[config.mk]
export PLATFORM = sky130hd
export DESIGN_NAME = fixed_point_divider
export DESIGN_NICKNAME = d
export VERILOG_FILES = /design/src/rtl/fixed_point_divider.sv
export SDC_FILE = /design/constraint.sdc
export NUM_CORES = 1
export LEC_CHECK = 0
export ABC_AREA = 1
export CAP_MARGIN = 0
export CORE_ASPECT_RATIO = 1.25
export CORE_MARGIN = 2
export CORE_UTILIZATION = 59
export DETAILED_ROUTE_END_ITERATION = 10
export PLACE_DENSITY = 0.81
export SYNTH_ARGS = -nofsm -noshare
export SYNTH_HDL_FRONTEND = slang
export SYNTH_SLANG_ARGS = --single-unit
[constraint.sdc]
create_clock -name clk -period 2.2 [get_ports clk]
set_clock_uncertainty 0.05 [all_clocks]
set_input_delay 0.44 -clock clk [delete_from_list [all_inputs] [get_ports clk]]
set_output_delay 0.44 -clock clk [all_outputs]
set_load 0.005 [all_outputs]
[src/rtl/fixed_point_divider.sv]
// Sequential signed fixed-point divider, q = (a << FRAC) / b, one restoring quotient bit per clock.
// Results truncate toward zero and saturate to the WIDTH-bit signed range; b == 0 saturates and is flagged.
module fixed_point_divider #(
   parameter int WIDTH = 16,
   parameter int FRAC  = 14
) (
   input  logic             clk,
   input  logic             rst,
   input  logic [WIDTH-1:0] a_in,
   input  logic [WIDTH-1:0] b_in,
   input  logic             valid_in,
   output logic             ready_out,
   output logic [WIDTH-1:0] q_out,
   output logic             valid_out,
   output logic             overflow_out,
   output logic             div_zero_out,
   output logic [1:0]       dbg_state_out
);

   localparam int ITER = WIDTH + FRAC;
   localparam int CW   = $clog2(ITER);

   localparam logic [WIDTH-1:0] Q_MAX       = {1'b0, {(WIDTH-1){1'b1}}};
   localparam logic [WIDTH-1:0] Q_MIN       = {1'b1, {(WIDTH-1){1'b0}}};
   localparam logic [ITER-1:0]  MAG_POS_LIM = {{(ITER-WIDTH+1){1'b0}}, {(WIDTH-1){1'b1}}};
   localparam logic [ITER-1:0]  MAG_NEG_LIM = {{(ITER-WIDTH){1'b0}}, 1'b1, {(WIDTH-1){1'b0}}};

   typedef enum logic [1:0] {
      S_IDLE = 2'd0,
      S_BUSY = 2'd1,
      S_DONE = 2'd2
   } state_t;

   state_t           state_q;
   logic [ITER-1:0]  dvd_q;
   logic [WIDTH:0]   rem_q;
   logic [ITER-1:0]  quo_q;
   logic [WIDTH-1:0] bmag_q;
   logic [CW-1:0]    cnt_q;
   logic             sign_q;
   logic             bzero_q;
   logic [WIDTH-1:0] q_q;
   logic             valid_q;
   logic             ovf_q;
   logic             dz_q;

   logic [WIDTH-1:0] a_mag;
   logic [WIDTH-1:0] b_mag;
   logic [WIDTH+1:0] rem_sh;
   logic             rem_ge;
   logic [WIDTH:0]   rem_d;
   logic [ITER-1:0]  quo_d;
   logic [WIDTH-1:0] q_d;
   logic             ovf_d;

   // Magnitudes are WIDTH-bit unsigned, so the most negative operand is represented exactly.
   always_comb begin
      a_mag = a_in[WIDTH-1] ? -a_in : a_in;
      b_mag = b_in[WIDTH-1] ? -b_in : b_in;
   end

   always_comb begin
      rem_sh = {rem_q, dvd_q[ITER-1]};
      rem_ge = (rem_sh >= {2'b00, bmag_q});
      rem_d  = rem_ge ? (WIDTH+1)'(rem_sh - {2'b00, bmag_q}) : rem_sh[WIDTH:0];
      quo_d  = {quo_q[ITER-2:0], rem_ge};
   end

   // With b == 0 the sign bit equals the sign of a, which picks the saturation rail.
   always_comb begin
      q_d   = quo_q[WIDTH-1:0];
      ovf_d = 1'b0;
      if (bzero_q) begin
         q_d   = sign_q ? Q_MIN : Q_MAX;
         ovf_d = 1'b1;
      end else if (sign_q) begin
         if (quo_q > MAG_NEG_LIM) begin
            q_d   = Q_MIN;
            ovf_d = 1'b1;
         end else begin
            q_d = -quo_q[WIDTH-1:0];
         end
      end else if (quo_q > MAG_POS_LIM) begin
         q_d   = Q_MAX;
         ovf_d = 1'b1;
      end
   end

   // Handshake: operands transfer on a clock edge where valid_in && ready_out; ready_out is high
   // only in IDLE, valid_in is ignored otherwise, and valid_out is a single-cycle result pulse.
   always_ff @(posedge clk) begin
      if (rst) begin
         state_q <= S_IDLE;
         dvd_q   <= '0;
         rem_q   <= '0;
         quo_q   <= '0;
         bmag_q  <= '0;
         cnt_q   <= '0;
         sign_q  <= 1'b0;
         bzero_q <= 1'b0;
         q_q     <= '0;
         valid_q <= 1'b0;
         ovf_q   <= 1'b0;
         dz_q    <= 1'b0;
      end else begin
         valid_q <= 1'b0;
         case (state_q)
            S_IDLE: begin
               if (valid_in) begin
                  dvd_q   <= {a_mag, {FRAC{1'b0}}};
                  rem_q   <= '0;
                  quo_q   <= '0;
                  bmag_q  <= b_mag;
                  sign_q  <= a_in[WIDTH-1] ^ b_in[WIDTH-1];
                  bzero_q <= (b_in == '0);
                  cnt_q   <= CW'(ITER - 1);
                  state_q <= S_BUSY;
               end
            end
            S_BUSY: begin
               rem_q <= rem_d;
               quo_q <= quo_d;
               dvd_q <= {dvd_q[ITER-2:0], 1'b0};
               if (cnt_q == '0) begin
                  state_q <= S_DONE;
               end else begin
                  cnt_q <= cnt_q - 1'b1;
               end
            end
            S_DONE: begin
               q_q     <= q_d;
               ovf_q   <= ovf_d;
               dz_q    <= bzero_q;
               valid_q <= 1'b1;
               state_q <= S_IDLE;
            end
            default: state_q <= S_IDLE;
         endcase
      end
   end

   assign ready_out     = (state_q == S_IDLE);
   assign q_out         = q_q;
   assign valid_out     = valid_q;
   assign overflow_out  = ovf_q;
   assign div_zero_out  = dz_q;
   assign dbg_state_out = state_q;

endmodule

== Word-level counts from Yosys, hierarchy flattened ==
Index checks and enable logic that the tools add are counted.

* Input bits: 35
* Logic and storage cells: 59
* Output and inout port bits: 22
* Bits in registers: 121

* Magnitude comparators: 3
* Reduce and logical (&&, ||, !) cells: 8
* Bitwise operators: 1
* Add/subtract/negate cells: 5
* Multiplexer cells: 25
* Eq/ne operators: 5

{| class="wikitable"
|+ Operators with widths
! kind !! count
|-
| 30-bit case mux with 2 select lines || 2
|-
| 16-bit two-way mux || 7
|-
| 30-bit two-way mux || 2
|-
| 16-bit negator || 3
|-
| 17-bit two-way mux || 2
|-
| 17-bit case mux with 2 select lines || 1
|-
| 30-bit by 15-bit > comparator with 1-bit output, second input constant || 1
|-
| 30-bit by 16-bit > comparator with 1-bit output, second input constant || 1
|-
| 18-bit by 16-bit >= comparator with 1-bit output || 1
|-
| 17-bit by 16-bit subtractor with 17-bit output || 1
|-
| 16-bit zero test || 1
|-
| 5-bit two-way mux || 2
|-
| 5-bit case mux with 2 select lines || 1
|-
| 2-bit != test, second input constant || 3
|-
| 2-bit AND reduction || 3
|-
| 5-bit zero test || 1
|-
| 1-bit two-way mux || 5
|-
| 5-bit by 1-bit subtractor with 5-bit output, second input constant || 1
|-
| 2-bit two-way mux || 2
|-
| 2-bit case mux with 2 select lines || 1
|-
| 3-bit AND reduction || 1
|-
| 2-bit by 1-bit equality test with 1-bit output, second input constant || 1
|-
| 2-bit equality test, second input constant || 1
|-
| 2-bit zero test || 1
|-
| 2 further kinds || 2
|}

== Longest topological paths before layout ==
Gate-level depths: netlist (run 1).

* Word-level depth: 4
* Gate-level depth with buffers: 14
* Mapped depth without buffers: 14

== Least setup slack after synthesis (run 1) ==
No wires, ideal clock.

* Kind: register -> register
* From: register dvd_q[29]
* To: register rem_q[9]
* Setup time: 113 ps
* Slack: 293 ps
* Data required time: 2037 ps
* Stages on the path, launching flop included: 13
* Period minus slack after synthesis: 1907 ps
* Buffers on the path: 1
* Arrival: 1744 ps
* Cells stage by stage: dfxtp_1 -> inv_1 -> ha_1 -> fa_1 -> inv_1 -> nand3_1 -> nand3_2 -> nand3_4 -> nand2_4 -> buf_6 -> nand3_1 -> nand3_1 -> nand2_1

* Word-level cells in the longest chain between the ends: 3
* Elaborated cells on any way between the ends: 4
* Those cells by class: add/sub (1); order compare (1); mux (2)

{| class="wikitable"
|+ RTL lines
! item !! RTL line !! text
|-
| start: declaration || 35 || <nowiki>logic [ITER-1:0] dvd_q;</nowiki>
|-
| start signal: assignment || 110 || <nowiki>dvd_q <= {a_mag, {FRAC{1'b0}}};</nowiki>
|-
| start signal: assignment || 123 || <nowiki>dvd_q <= {dvd_q[ITER-2:0], 1'b0};</nowiki>
|-
| 17-bit by 16-bit subtractor with 17-bit output or 18-bit by 16-bit >= comparator with 1-bit output (tied branches) || 65, 64 ||
|-
| 17-bit two-way mux * || 65 || <nowiki>rem_d = rem_ge ? (WIDTH+1)'(rem_sh - {2'b00, bmag_q}) : rem_sh[WIDTH:0];</nowiki>
|-
| 17-bit case mux with 2 select lines * || 107 || <nowiki>case (state_q)</nowiki>
|-
| end signal: assignment || 121 || <nowiki>rem_q <= rem_d;</nowiki>
|-
| end: declaration || 36 || <nowiki>logic [WIDTH:0] rem_q;</nowiki>
|}

Mark *: on every way between the ends. The rest lies on a longest branch, timed or not.
A chain may end at the register's enable or synchronous reset.

== Worst setup path after layout (run 1) ==
* From: register dvd_q[29]
* To: register rem_q[0]

Same word-level chain as after synthesis.

==> results of run 1 <==
[sequential cells by signal, summed over array words and instances (netlist names)]
register and count:
bzero_q 1, quo_q 30, sign_q 1, valid_out 1
overflow_out 1, cnt_q 5, rem_q 17, div_zero_out 1
q_out 16, dvd_q 16, bmag_q 16, dbg_state_out 2
[area by class of cell]
class | count | share of cell area
Sequential cell | 107 | 0.2779
Clock buffer | 9 | 0.02922
Timing Repair Buffer | 87 | 0.1044
Inverter | 146 | 0.07109
Tap cell | 135 | 0.02191
Clock inverter | 7 | 0.01298
Multi-Input combinational cell | 723 | 0.4826
[synth_stat cells, types with 2 or more instances]
cell	instances	area, um^2
sky130_fd_sc_hd__nand2_1	258	968.4
sky130_fd_sc_hd__inv_1	141	529.3
sky130_fd_sc_hd__dfxtp_1	107	2142
sky130_fd_sc_hd__nand3_1	95	475.5
sky130_fd_sc_hd__nor2_1	81	304.0
sky130_fd_sc_hd__a21oi_1	73	365.4
sky130_fd_sc_hd__o21ai_0	62	310.3
sky130_fd_sc_hd__ha_1	21	262.8
sky130_fd_sc_hd__clkbuf_1	18	67.56
sky130_fd_sc_hd__o32ai_1	17	148.9
sky130_fd_sc_hd__nand4_1	15	93.84
sky130_fd_sc_hd__xor2_1	12	105.1
sky130_fd_sc_hd__buf_2	10	50.05
sky130_fd_sc_hd__buf_1	9	33.78
sky130_fd_sc_hd__nand3b_1	9	67.56
sky130_fd_sc_hd__nor3_1	8	40.04
sky130_fd_sc_hd__nor2_2	7	43.79
sky130_fd_sc_hd__o21ai_1	7	35.03
sky130_fd_sc_hd__o31ai_1	7	52.55
sky130_fd_sc_hd__nand2_2	5	31.28
sky130_fd_sc_hd__xnor2_1	5	43.79
sky130_fd_sc_hd__inv_2	4	15.01
sky130_fd_sc_hd__o22ai_1	4	25.02
sky130_fd_sc_hd__a31oi_1	3	18.77
sky130_fd_sc_hd__a32o_1	3	30.03
sky130_fd_sc_hd__nand3_2	3	30.03
sky130_fd_sc_hd__o211ai_1	3	22.52
sky130_fd_sc_hd__o221ai_1	3	26.28
sky130_fd_sc_hd__or2_2	3	18.77
sky130_fd_sc_hd__and2_1	2	12.51
sky130_fd_sc_hd__nor2_4	2	22.52
sky130_fd_sc_hd__o21bai_1	2	15.01
[logic make-up after synthesis]
kind of cell | synth area share
and+or+nand+nor | 0.3295
AOI/OAI and AO/OA | 0.1693
buffers and inverters | 0.1093
DFF | 0.3261
adders and majority gates | 0.04305
xor gates and xnor gates | 0.02267
[worst max-delay path, cell delays in order, from the launching register on]
cell and delay (ps):
sky130_fd_sc_hd__dfxtp_1 330, sky130_fd_sc_hd__inv_1 60, sky130_fd_sc_hd__ha_1 210, sky130_fd_sc_hd__fa_1 410
sky130_fd_sc_hd__inv_1 110, sky130_fd_sc_hd__nand3_1 120, sky130_fd_sc_hd__nand3_2 130, sky130_fd_sc_hd__nand3_4 110
sky130_fd_sc_hd__buf_6 200, sky130_fd_sc_hd__nand3_1 90, sky130_fd_sc_hd__nand3_1 80, sky130_fd_sc_hd__o21ai_0 90
[timing repair]
action,in CTS,in global routing
hold buffers,0,0
hold endpoints to repair,0,0
resized for setup,0,3
buffers inserted,0,1
setup endpoints to repair,0,14
[per-layer routing]
metal  track usage  part of all wire  vias to the layer above
li1              -                 -                     3440
met1        0.3382              0.41                     3074
met2        0.5238              0.51                      189
met5             0                 0                        -
met3       0.03213             0.050                       40
met4        0.1533             0.034                        0
[final timing paths]
check / depth (start not counted) / endpoint / slack, ps / startpoint
worst max-delay path: 11 / rem_q[0] / 140 / dvd_q[29]
worst min-delay path: 2 / cnt_q[1] / 240 / rst
worst max register to register: 11 / rem_q[0] / 140 / dvd_q[29]
worst min register to register: 2 / dvd_q[24] / 420 / dvd_q[24]
[power by group through the flow]
stage                     Sequential [mW]  Combinational (mW)  Clock [mW]
after floorplan                      2.18                1.88           0
after global placement               2.20                2.45           0
after detailed placement             2.21                2.48           0
after CTS                            2.16                2.50        1.80
after global routing                 2.18                2.92        1.87
final                                2.17                2.57        1.78
[placed cells by master, fill, tap and decap left out, types with 2 or more instances in the layout]
master / Yosys / final
sky130_fd_sc_hd__nand2_1: 258 / 257
sky130_fd_sc_hd__inv_1: 141 / 141
sky130_fd_sc_hd__dfxtp_1: 107 / 107
sky130_fd_sc_hd__nand3_1: 95 / 95
sky130_fd_sc_hd__nor2_1: 81 / 81
sky130_fd_sc_hd__a21oi_1: 73 / 73
sky130_fd_sc_hd__o21ai_0: 62 / 62
sky130_fd_sc_hd__clkdlybuf4s50_1: 0 / 55
sky130_fd_sc_hd__buf_4: 1 / 29
sky130_fd_sc_hd__ha_1: 21 / 21
sky130_fd_sc_hd__o32ai_1: 17 / 17
sky130_fd_sc_hd__nand4_1: 15 / 15
sky130_fd_sc_hd__xor2_1: 12 / 12
sky130_fd_sc_hd__nand3b_1: 9 / 9
sky130_fd_sc_hd__clkbuf_16: 0 / 9
sky130_fd_sc_hd__nor3_1: 8 / 8
sky130_fd_sc_hd__nor2_2: 7 / 7
sky130_fd_sc_hd__o21ai_1: 7 / 7
sky130_fd_sc_hd__o31ai_1: 7 / 7
sky130_fd_sc_hd__nand2_2: 5 / 6
sky130_fd_sc_hd__xnor2_1: 5 / 5
sky130_fd_sc_hd__inv_2: 4 / 4
sky130_fd_sc_hd__o22ai_1: 4 / 4
sky130_fd_sc_hd__or2_2: 3 / 3
sky130_fd_sc_hd__o211ai_1: 3 / 3
sky130_fd_sc_hd__nand3_2: 3 / 3
sky130_fd_sc_hd__o221ai_1: 3 / 3
sky130_fd_sc_hd__a31oi_1: 3 / 3
sky130_fd_sc_hd__a32o_1: 3 / 3
sky130_fd_sc_hd__nor2_4: 2 / 2
sky130_fd_sc_hd__o21bai_1: 2 / 2
sky130_fd_sc_hd__and2_1: 2 / 2
sky130_fd_sc_hd__clkinvlp_4: 0 / 2
sky130_fd_sc_hd__bufinv_16: 0 / 2
==> flow_metrics.env, run 1 <==
export IMPL_grt_pass1_wl_um=28880
export IMPL_hold_path_class="in -> reg"
export IMPL_comb_power_share=0.394
export IMPL_clock_sinks=107
export IMPL_netSwitchingPower_mw=2.451
export IMPL_clock_tree_root_cell="sky130_fd_sc_hd__clkbuf_16"
export IMPL_chipHeight_um=122.0
export IMPL_synth_seq_area_share=0.3261
export IMPL_htree_num_levels=3
export IMPL_avgSynthCellArea_um2=6.472
export IMPL_finalHoldViolCount=0
export IMPL_worstSkewPairLatency_ps=350
export IMPL_nNetsFinal=1131
export IMPL_drc=0
export IMPL_drv_slew=0
export IMPL_dp_slack_ps=-1.535
export IMPL_synth_seq_cells=107
export IMPL_detail_route_vias_per_cell=5.554
export IMPL_finish_utilization=0.7023
export IMPL_relSlewSlack=0.6274
export IMPL_placement_rows=43
export IMPL_grt_setup_unrepaired="true"
export IMPL_ir_drop_v=0.0004612
export IMPL_place_area_um2=7361
export IMPL_final_setup_viol_count=0
export IMPL_synth_edff_count=0
export IMPL_critical_path_peak_fanout=16
export IMPL_cts_tree="done"
export IMPL_multi_input_gate_area_um2=3720
export IMPL_total_power_mw=6.520
export IMPL_final_cells=1214
export IMPL_seqPwrFrac=0.332
export IMPL_power_density_nw_per_um2=845.8
export IMPL_layout_min_cycle_time_ps=2061
export IMPL_grt_overflow_total=0
export IMPL_clockPowerShare=0.273
export IMPL_cp_data_required_time_ps=2430
export IMPL_placedCellCount=1197
export IMPL_wp_data_arrival_ps=2290
export IMPL_design_portCount=57
export IMPL_routed_wirelength_normalized_by_instance_count_um=13.86
export IMPL_final_area_um2=7709
export IMPL_synth_distinct_cells=48
export IMPL_kind_of_start_point_of_the_critical_path="flop"
export IMPL_clock_tree_buffer_depth=2
export IMPL_grt_antenna_before_repair=0
export IMPL_synth_cells=1015
export IMPL_coreArea_um2=10980
export IMPL_antenna_cells_inserted=0
export IMPL_port_buffers=56
export IMPL_outcome="finished, final reports clean"
export IMPL_share_of_post_route_cells_with_drive_strength_above_1=0.07414
export IMPL_synth_net_count=1072
export IMPL_grt_max_degree=41
export IMPL_totalWireLength_um=16820
export IMPL_drt_iter0_markers=366
export IMPL_p_leak_nw=3.664
export IMPL_syn2layout_area_growth_pct=17.35
export IMPL_timing_setup_tns_ps=0
export IMPL_total_clock_buffers_created_by_cts=9
export IMPL_floorplan_initialDensity=0.5985
export IMPL_dr_pass1_iters=7
export IMPL_maxCapViolCount=0
export IMPL_fmaxAchievable_ghz=0.4852
export IMPL_seq_area_um2=2142
export IMPL_worst_hold_slack_ps=239.3
export IMPL_power_switching_fraction=0.3760
export IMPL_synth_area_um2=6569
export IMPL_async_reset_ff_frac=0
export IMPL_dpl_hpwl_um=12140
export IMPL_global_route_usage_total=0.2909
export IMPL_timing_setup_critical_path_class="reg -> reg"
export IMPL_max_slew_worst_pin_slew_ps=555.4
export IMPL_internal_power_mw=4.069
export IMPL_antenna_left=0
export IMPL_final_fill_count=978
export IMPL_setup_worst_path_end_class="flop"
export IMPL_first_global_vias=6467
export IMPL_yosysWarnings=0
export IMPL_place_congestion=0.9357
export IMPL_num_vias=6743
export IMPL_die_w_um=98.38
export IMPL_fin_crit_sh=0.9367
export IMPL_design_die_area_um2=12000
export IMPL_cts_clk_slew_worst_paths_ps=80
export IMPL_finalWorstSetupSlack_ps=139.2
export IMPL_ys_flop_type="sky130_fd_sc_hd__dfxtp_1"
(Power assumes the default switching activity.)
==> inputs of run 2 (changes only) <==
--- a/config.mk
+++ b/config.mk
@@ -8,10 +8,11 @@
 export ABC_AREA = 1
 export CAP_MARGIN = 0
 export CORE_ASPECT_RATIO = 1.25
-export CORE_MARGIN = 2
+export CORE_MARGIN = 4
 export CORE_UTILIZATION = 59
 export DETAILED_ROUTE_END_ITERATION = 10
 export PLACE_DENSITY = 0.81
+export SLEW_MARGIN = 20
 export SYNTH_ARGS = -nofsm -noshare
 export SYNTH_HDL_FRONTEND = slang
 export SYNTH_SLANG_ARGS = --single-unit
==> run 2 against run 1 <==
Total power decreased by 3.0%; utilization increased by 0.95 points; die area grew 7.5%; clock power down 11%; worst setup slack better by 14 ps; count of clock-buffer cells in the layout is 2 higher; hold slack better by 170 ps; cell count down 0.74%; critical path type unchanged; largest power group unchanged; highest routed layer unchanged.
==> flow_metrics.env, run 2 (synthesized netlist as in run 1, its figures left out) <==
export IMPL_antenna_cells_inserted=0
export IMPL_power_density_nw_per_um2=828.8
export IMPL_hold_path_cell_count=2
export IMPL_drv_slew=0
export IMPL_seqPwrFrac=0.342
export IMPL_syn2layout_area_growth_pct=16.17
export IMPL_die_w_um=102.4
export IMPL_detail_route_vias_per_cell=5.675
export IMPL_relSlewSlack=0.5551
export IMPL_cp_data_required_time_ps=2380
export IMPL_final_fill_count=953
export IMPL_regMostFlops="quo_q"
export IMPL_outcome="finished, final reports clean"
export IMPL_timing_setup_tns_ps=0
export IMPL_drt_iter0_markers=530
export IMPL_routed_wirelength_normalized_by_instance_count_um=14.36
export IMPL_max_slew_worst_pin_slew_ps=666.6
export IMPL_nNetsFinal=1126
export IMPL_mostFrequentLayoutCells="sky130_fd_sc_hd__nand2_1 (257), sky130_fd_sc_hd__inv_1 (141), sky130_fd_sc_hd__dfxtp_1 (107), sky130_fd_sc_hd__nand3_1 (95), sky130_fd_sc_hd__nor2_1 (81)"
export IMPL_largest_register_ffs=30
export IMPL_final_setup_viol_count=0
export IMPL_worstPathCellList="inv_1 > ha_1 > nand2_2 > inv_1 > a21oi_2 > nand3_2 > nand3_4 > buf_4 > nand3_1 > nand3_1 > o21ai_0"
export IMPL_total_clock_buffers_created_by_cts=9
export IMPL_grt_setup_unrepaired="false"
export IMPL_critical_path_n_buffers_inverters=3
export IMPL_critical_path_peak_fanout=16
export IMPL_port_buffers=56
export IMPL_cpPeakStageDelay_ps=350
export IMPL_r2r_worst_path_cells=11
export IMPL_hold_path_class="reg -> reg"
export IMPL_final_common_cell="sky130_fd_sc_hd__nand2_1"
export IMPL_share_of_post_route_cells_with_drive_strength_above_1=0.07083
export IMPL_coreArea_um2=10720
export IMPL_chipHeight_um=126.0
export IMPL_final_area_um2=7631
export IMPL_hold_path_end="q_out[6]"
export IMPL_ir_drop_v=0.0004338
export IMPL_hold_path_startpoint="q_out[6]"
export IMPL_design_die_area_um2=12900
export IMPL_drc=0
export IMPL_r2r_end="rem_q[0]"
export IMPL_floorplan_initialDensity=0.6127
export IMPL_total_power_mw=6.325
export IMPL_kind_of_start_point_of_the_critical_path="flop"
export IMPL_grt_max_degree=34
export IMPL_worstSkewPairLatency_ps=350
export IMPL_clock_tree_root_cell="sky130_fd_sc_hd__clkbuf_16"
export IMPL_p_leak_nw=3.623
export IMPL_slowest_stage="sky130_fd_sc_hd__dfxtp_1"
export IMPL_netSwitchingPower_mw=2.441
export IMPL_r2r_setup_slack_ps=150
export IMPL_dr_pass1_iters=6
export IMPL_setup_worst_path_start="bmag_q[8]"
export IMPL_design_portCount=57
export IMPL_global_route_usage_total=0.2716
export IMPL_grt_pass1_wl_um=28460
export IMPL_timing_setup_critical_path_class="reg -> reg"
export IMPL_clock_tree_buffer_depth=2
export IMPL_place_area_um2=7320
export IMPL_wp_data_arrival_ps=2220
export IMPL_num_vias=6838
export IMPL_worst_path_dominant_cell_family="simple AND/OR/NAND/NOR gates"
export IMPL_layout_min_cycle_time_ps=2047
export IMPL_layout_top_registers="quo_q (30), rem_q (17)"
export IMPL_dpl_hpwl_um=12380
export IMPL_comb_power_share=0.409
export IMPL_finalHoldViolCount=0
export IMPL_fmaxAchievable_ghz=0.4884
export IMPL_setup_worst_path_end_class="flop"
export IMPL_first_global_vias=6397
export IMPL_htree_num_levels=3
export IMPL_fin_crit_sh=0.9306
export IMPL_clock_sinks=107
export IMPL_antenna_left=0
export IMPL_cts_tree="done"
export IMPL_cts_clk_slew_worst_paths_ps=70
export IMPL_place_congestion=0.9511
export IMPL_worst_hold_slack_ps=413.2
export IMPL_maxCapViolCount=0
export IMPL_totalWireLength_um=17300
export IMPL_regToRegStartpoint="bmag_q[8]"
export IMPL_clockPowerShare=0.249
export IMPL_grt_antenna_before_repair=0
export IMPL_placement_rows=42
export IMPL_finish_utilization=0.7118
export IMPL_postCtsHoldBufs=0
export IMPL_internal_power_mw=3.883
export IMPL_grt_overflow_total=0
export IMPL_power_switching_fraction=0.3860
run 2: power by group through the flow:
stage               clock network, mW  registers, mW  logic, mW
finish                           1.58           2.16       2.59
global route                     1.67           2.18       2.90
CTS                              1.61           2.16       2.50
detailed placement                  0           2.20       2.48
global placement                    0           2.20       2.45
floorplan                           0           2.18       1.88
run 2: area by class of cell:
cell class,instances,area (um^2),share of cell area
Sequential cell,107,2142,0.2807
Clock buffer,11,252.7,0.03312
Clock inverter,4,33.78,0.004427
Inverter,146,548.0,0.07182
Tap cell,132,165.2,0.02164
Timing Repair Buffer,82,763.2,0.1000
Multi-Input combinational cell,723,3726,0.4883
run 2: repair_timing:
item                       in CTS  in global routing
gates resized for setup         0                  4
buffers inserted                0                  1
setup endpoints to repair       0                 10
run 2: worst register-to-register path, cell delays in order, from the launching register on:
cell and delay (ps):
sky130_fd_sc_hd__dfxtp_1 350, sky130_fd_sc_hd__inv_1 70, sky130_fd_sc_hd__ha_1 340, sky130_fd_sc_hd__nand2_2 120
sky130_fd_sc_hd__inv_1 60, sky130_fd_sc_hd__a21oi_2 180, sky130_fd_sc_hd__nand3_2 140, sky130_fd_sc_hd__nand3_4 110
sky130_fd_sc_hd__buf_4 250, sky130_fd_sc_hd__nand3_1 110, sky130_fd_sc_hd__nand3_1 90, sky130_fd_sc_hd__o21ai_0 70
run 2: through the flow:
stage	setup slack [ps]	std cells
3_5_place_dp	49.70	1189
3_3_place_gp	111.5	1189
2_1_floorplan	293.2	1015
6_report	152.7	1205
4_1_cts	128.7	1204
5_1_grt	27.97	1205
run 2: per-layer routing:
layer | routed length [um] | share of wire | vias up | GRT usage
met5 | 0 | 0 | - | 0
met4 | 750 | 0.043 | 0 | 0.1375
met3 | 804 | 0.046 | 61 | 0.03706
met2 | 8798 | 0.51 | 225 | 0.4795
li1 | - | - | 3420 | -
met1 | 6950 | 0.40 | 3132 | 0.3137
run 2: worst max path at each step:
stage,cells past startpoint,to,slack [ps]
after global routing,11,rem_q[1],30
after floorplan,12,rem_q[9],290
final,11,rem_q[0],150
after global placement,11,dvd_q[28],110
after detailed placement,10,dvd_q[28],50
after CTS,14,rem_q[16],130
